## src/rtl/apb_coef_regfile.sv

```systemverilog
// apb_coef_regfile
// APB slave register bank holding every programmable coefficient of the image
// filter. Writes land in a shadow bank; a software commit (CTRL bit0) followed
// by a frame-sync pulse copies the whole shadow bank, bypass flag included,
// into the active bank that drives the datapath.
//
// Ports:
//   clk_apb, rstn_apb          APB clock, asynchronous active-high reset
//   i_apb_*                    APB slave request (paddr/psel/penable/pwrite/pwdata)
//   o_apb_pready/o_apb_pslverr zero-wait-state ready, slave error in ACCESS
//   i_frame_sync               one-cycle frame pulse (clk_apb domain)
//   o_csc_coef/o_csc_offset    active CSC matrix and offsets
//   o_f1_coef/o_f2_coef        active filter1/filter2 taps
//   o_icsc_coef/o_icsc_offset  active inverse CSC matrix and offsets
//   o_bypass                   active bypass flag
//   o_update                   one-cycle pulse when the active bank reloads
//   o_pending                  commit armed, waiting for frame sync
//   o_proto_err                sticky APB protocol-error flag
module apb_coef_regfile #(
  parameter int ADDR_WIDTH = 10,
  parameter int COEF_WIDTH = 12,
  parameter int FRAC_BITS  = 8
) (
  input  logic                    clk_apb,
  input  logic                    rstn_apb,
  input  logic [ADDR_WIDTH-1:0]   i_apb_paddr,
  input  logic                    i_apb_psel,
  input  logic                    i_apb_penable,
  input  logic                    i_apb_pwrite,
  input  logic [31:0]             i_apb_pwdata,
  output logic                    o_apb_pready,
  output logic                    o_apb_pslverr,
  input  logic                    i_frame_sync,
  output logic [9*COEF_WIDTH-1:0] o_csc_coef,
  output logic [3*COEF_WIDTH-1:0] o_csc_offset,
  output logic [9*COEF_WIDTH-1:0] o_f1_coef,
  output logic [9*COEF_WIDTH-1:0] o_f2_coef,
  output logic [9*COEF_WIDTH-1:0] o_icsc_coef,
  output logic [3*COEF_WIDTH-1:0] o_icsc_offset,
  output logic                    o_bypass,
  output logic                    o_update,
  output logic                    o_pending,
  output logic                    o_proto_err
);

  // Flat register index: csc 0-8, csc_off 9-11, f1 12-20, f2 21-29,
  // icsc 30-38, icsc_off 39-41.
  localparam int unsigned NREG = 42;
  localparam logic [COEF_WIDTH-1:0] COEF_ONE = COEF_WIDTH'(1) << FRAC_BITS;

  typedef enum logic [1:0] {IDLE, SETUP, ACCESS} state_t;

  function automatic logic [COEF_WIDTH-1:0] reset_val(input int unsigned idx);
    case (idx)
      // identity diagonals of CSC/ICSC, center taps of both filters
      0, 4, 8, 16, 25, 30, 34, 38: reset_val = COEF_ONE;
      default:                     reset_val = '0;
    endcase
  endfunction

  state_t                state;
  logic [COEF_WIDTH-1:0] shadow [NREG];
  logic [COEF_WIDTH-1:0] active [NREG];
  logic                  shadow_bypass;
  logic                  active_bypass;
  logic                  pending;
  logic                  update;
  logic                  proto_err;
  logic                  slverr;

  // Access captured on entry to ACCESS; applied at the edge that ends it.
  logic                  acc_we;
  logic                  acc_ctrl;
  logic [5:0]            acc_idx;
  logic [COEF_WIDTH-1:0] acc_data;

  logic                  dec_hit;
  logic                  dec_ctrl;
  logic [5:0]            dec_idx;
  int unsigned           word;
  logic                  commit_wr;

  logic                  unused_pwdata;
  assign unused_pwdata = ^i_apb_pwdata[31:COEF_WIDTH];

  // Word-address decode; CSC and ICSC offsets directly follow their matrices.
  always_comb begin
    word     = 32'(i_apb_paddr[ADDR_WIDTH-1:2]);
    dec_hit  = 1'b0;
    dec_ctrl = 1'b0;
    dec_idx  = '0;
    if (i_apb_paddr[1:0] == 2'b00) begin
      if (word == 0) begin
        dec_hit  = 1'b1;
        dec_ctrl = 1'b1;
      end else if (word >= 16 && word <= 27) begin
        dec_hit = 1'b1;
        dec_idx = 6'(word - 16);
      end else if (word >= 32 && word <= 40) begin
        dec_hit = 1'b1;
        dec_idx = 6'(word - 32 + 12);
      end else if (word >= 48 && word <= 56) begin
        dec_hit = 1'b1;
        dec_idx = 6'(word - 48 + 21);
      end else if (word >= 64 && word <= 75) begin
        dec_hit = 1'b1;
        dec_idx = 6'(word - 64 + 30);
      end
    end
  end

  assign commit_wr = (state == ACCESS) && acc_we && acc_ctrl && acc_data[0];

  always_ff @(posedge clk_apb or posedge rstn_apb) begin
    if (rstn_apb) begin
      state         <= IDLE;
      acc_we        <= 1'b0;
      acc_ctrl      <= 1'b0;
      acc_idx       <= '0;
      acc_data      <= '0;
      slverr        <= 1'b0;
      proto_err     <= 1'b0;
      pending       <= 1'b0;
      update        <= 1'b0;
      shadow_bypass <= 1'b0;
      active_bypass <= 1'b0;
      for (int unsigned i = 0; i < NREG; i++) begin
        shadow[i] <= reset_val(i);
        active[i] <= reset_val(i);
      end
    end else begin
      update <= 1'b0;
      slverr <= 1'b0;

      // Transfer reads the shadow as it was before any write at this edge;
      // a commit landing now re-arms rather than being consumed.
      if (i_frame_sync && pending) begin
        for (int unsigned i = 0; i < NREG; i++) active[i] <= shadow[i];
        active_bypass <= shadow_bypass;
        update        <= 1'b1;
      end
      pending <= commit_wr | (pending & ~i_frame_sync);

      case (state)
        IDLE: begin
          if (i_apb_penable) proto_err <= 1'b1;
          else if (i_apb_psel) state <= SETUP;
        end
        SETUP: begin
          if (!i_apb_psel) begin
            proto_err <= 1'b1;
            state     <= IDLE;
          end else if (i_apb_penable) begin
            state    <= ACCESS;
            acc_we   <= i_apb_pwrite & dec_hit;
            acc_ctrl <= dec_ctrl;
            acc_idx  <= dec_idx;
            acc_data <= i_apb_pwdata[COEF_WIDTH-1:0];
            slverr   <= i_apb_pwrite & ~dec_hit;
          end
        end
        ACCESS: begin
          state <= (i_apb_psel && !i_apb_penable) ? SETUP : IDLE;
          if (acc_we) begin
            if (acc_ctrl) begin
              shadow_bypass <= acc_data[1];
              if (acc_data[2]) proto_err <= 1'b0;
            end else begin
              shadow[acc_idx] <= acc_data;
            end
          end
        end
        default: state <= IDLE;
      endcase
    end
  end

  always_comb begin
    o_csc_coef    = '0;
    o_csc_offset  = '0;
    o_f1_coef     = '0;
    o_f2_coef     = '0;
    o_icsc_coef   = '0;
    o_icsc_offset = '0;
    for (int unsigned k = 0; k < 9; k++) begin
      o_csc_coef[k*COEF_WIDTH +: COEF_WIDTH]  = active[k];
      o_f1_coef[k*COEF_WIDTH +: COEF_WIDTH]   = active[12+k];
      o_f2_coef[k*COEF_WIDTH +: COEF_WIDTH]   = active[21+k];
      o_icsc_coef[k*COEF_WIDTH +: COEF_WIDTH] = active[30+k];
    end
    for (int unsigned k = 0; k < 3; k++) begin
      o_csc_offset[k*COEF_WIDTH +: COEF_WIDTH]  = active[9+k];
      o_icsc_offset[k*COEF_WIDTH +: COEF_WIDTH] = active[39+k];
    end
  end

  assign o_apb_pready  = 1'b1;
  assign o_apb_pslverr = slverr;
  assign o_bypass      = active_bypass;
  assign o_update      = update;
  assign o_pending     = pending;
  assign o_proto_err   = proto_err;

endmodule

```

## config.mk

```make
export PLATFORM = sky130hd
export DESIGN_NAME = apb_coef_regfile
export DESIGN_NICKNAME = d
export VERILOG_FILES = /design/src/rtl/apb_coef_regfile.sv
export SDC_FILE = /design/constraint.sdc
export NUM_CORES = 2
export LEC_CHECK = 0
export ABC_AREA = 1
export CORE_MARGIN = 10
export CORE_UTILIZATION = 30
export DETAILED_ROUTE_END_ITERATION = 7
export DONT_BUFFER_PORTS = 1
export GPL_TIMING_DRIVEN = 0
export SLEW_MARGIN = 20
export SYNTH_ARGS = -nofsm -noshare
export SYNTH_HDL_FRONTEND = slang
export SYNTH_SLANG_ARGS = --single-unit
```

## constraint.sdc

```tcl
create_clock -name clk_apb -period 95.3 [get_ports clk_apb]
set_clock_uncertainty 0.2 [all_clocks]
set_input_delay 19.06 -clock clk_apb [delete_from_list [all_inputs] [get_ports clk_apb]]
set_output_delay 19.06 -clock clk_apb [all_outputs]
set_load 0.01 [all_outputs]
```

==> metrics.csv <==
metric,value,unit
status,finished clean,
most common cell in the netlist,nand2_1,
vias in the first global route,27869,
cell area after synthesis,0.0384,mm^2
clk root buf,clkbuf_16,
"Primary FF master, synth",dfrtp_1,
"top cells by area, synth","dfrtp_1, nand2_1, o21ai_0, clkbuf_1, dfstp_2",
IO Pins,558,
post-route setup TNS,0,ns
register area,0.0259,mm^2
"Cell Count, Final, Fillers Out",5987,
CTS tree,done,
Synth warnings,0,
Final Hold Viols,0,
layout cells sized above 1,6.16,%
CTS Buffer Depth,3,
area occupied by multi-input gates,0.0113,mm^2
initial antenna violation count,20,
die height,378,um
CP max FO,11,
die width,378,um
Starting Density,30.2,%
Inserted Clock Buffers,113,
Post-synth ARST share,100,%
Global Route Usage Sum,18.9,%
core area,0.127,mm^2
Max Cap Viol,0,
Avg WL per Cell,23.0,um
Cell Pwr Density,21.5,mW/mm^2
DRC violation count after routing,0,
Crit path required time,95.76,ns
Setup Buffers After CTS,0,
top post-synthesis cells by count,"nand2_1, dfrtp_1, o21ai_0",
area of the die,0.143,mm^2
placed cell count,5768,
Resized Gates After CTS,0,
RSZ-0062 raised after global routing,false,
Slew Limit Fails,0,
Netlist cell types,30,
Slew headroom,21.3,%
Max IR drop VDD,0.0136,mV
hold buffers post-CTS,0,
first-pass GRT wire length,198000,um
Pre-antenna DRT Iters,5,
# clock sinks,1036,
largest net degree at the start of global routing,108,
critical setup path kind,in -> reg,
WP data arrival,21.72,ns
layout net count,4282,
CP max stage cell,clkbuf_1,
Clock Latency Late Sink,0.74,ns
Synth area leader,dfrtp_1,
depth of the CTS H-tree,3,
gpl congestion,0.810,
Pleak,0.0228,uW
Final min period,21.25,ns
Vias,28350,
crit path launch type,input port,
worst min path class,reg -> reg,
# setup viols final,0,
final WL,138000,um
maximum clock frequency,47.1,MHz
worst-margin pin slew,1.17,ns
"CTS clk-pin slew, worst paths",0.06,ns
CP peak stage delay,0.89,ns
post-route ant nets,0,
Power Total,966,uW
CP cell instances,"nand2_1, inv_1, clkbuf_2, clkbuf_1, clkbuf_1, nand2_1, nand2_1",
crit end category,register,
HPWL after DPL,95600,um
Yosys reg bits,1036,
"Avg Cell Area, Syn",9.38,um^2
port buffer count,0,
Via density,4.74,
post-synth top area share,66.5,%
# fillers,12867,
Worst path most repeated cell,nand2_1,
"Remaining Overflow, GRT",0,
Post-synth EDFFs,0,
Syn Inst Count,4094,
FP Rows,131,
Iter 0 DRT Violations,2469,
area delta synth->final,16.9,%
final period utilization,22.3,%
sequential share of the synthesized area,67.5,%
post-synth net total,4155,
[report_power, final]
part	leakage, uW	internal, uW	total, uW	switching [uW]
sequential	0.0144	442	443	0.956
combinational	0.00641	4.97	51.8	46.8
clock	0.00197	281	472	191
[critical path, delay by kind of cell]
kind          cells  cell delay [ns]
buf+inv           4             2.28
simple gates      3             0.34
[metal layers]
layer  vias up  global-route usage [%]  wire (um)
li1      13108                       -          -
met5         -                       0         43
met1     14155                    24.4      57700
met3       188                    7.30      13900
met2       893                    29.0      62000
met4         6                    6.28       4150
[layout make-up]
class | instances | area share, %
antenna | 7 | 0.0390
buffer | 249 | 2.17
sequential | 1036 | 57.8
clock inverter | 53 | 1.64
inverter | 50 | 0.435
timing repair buffer | 12 | 0.735
tap | 1662 | 4.63
clock buffer | 159 | 7.35
multi-input combinational | 2759 | 25.2
[path summary, 6_finish.rpt]
check | from | to | slack [ns] | cells past startpoint
min in group asynchronous | rstn_apb | o_csc_coef[64] | 18.01 | 1
worst min-delay path | shadow[228] | o_f2_coef[12] | 0.26 | 2
worst max register to register | o_pending | o_icsc_coef[95] | 91.82 | 7
worst max-delay path | i_frame_sync | o_icsc_coef[95] | 74.05 | 7
worst min register to register | shadow[228] | o_f2_coef[12] | 0.26 | 2
max in group asynchronous | rstn_apb | shadow[140] | 75.25 | 4
[kinds of logic (layout without fill, tap and decap cells)]
| group | Yosys count | after routing | share of synthesized area (%) |
|---|---|---|---|
| compound gates | 530 | 530 | 6.92 |
| xor+xnor | 6 | 6 | 0.137 |
| fa+ha+maj | 13 | 13 | 0.423 |
| buf+inv | 299 | 523 | 2.98 |
| flops | 1036 | 1036 | 67.5 |
| other cells | 1 | 8 | 0.00976 |
| simple gates | 2209 | 2209 | 22.0 |
[state kept, by name, indices dropped and copies added, names as in the netlist, 2 cells and up]
| register | count |
|---|---|
| shadow | 504 |
| state | 2 |
| o_icsc_coef | 108 |
| acc_idx | 6 |
| acc_data | 12 |
| o_icsc_offset | 36 |
| o_csc_coef | 108 |
| o_f2_coef | 108 |
| o_f1_coef | 108 |
| o_csc_offset | 36 |
[stage by stage]
stage	hold WS, ns	utilization (%)	setup WS, ns	instance area [um^2]
after global placement	0.250	31.8	35.42	40500
after CTS	0.255	35.3	74.04	44900
after detailed placement	0.252	32.1	73.24	40900
after floorplan	0.242	-	46.91	38400
after global routing	0.269	35.3	73.96	44900
final	0.256	35.3	74.05	44900
[cells in the final DEF, fill, tap and decap left out, drive strengths merged]
cell type,Yosys,final
a21oi,1,1
and3,1,1
buf,30,42
bufinv,0,14
clkbuf,219,378
clkinv,1,24
clkinvlp,0,7
conb,1,1
dfrtp,1020,1020
dfstp,16,16
diode,0,7
ha,13,13
inv,49,58
nand2,2138,2138
nand3,21,21
nand3b,4,4
nand4,10,10
nor2,24,24
nor3,8,8
o21ai,526,526
o22ai,3,3
or2,3,3
xnor2,2,2
xor2,4,4
No activity file was read; power rests on OpenSTA's default activity.
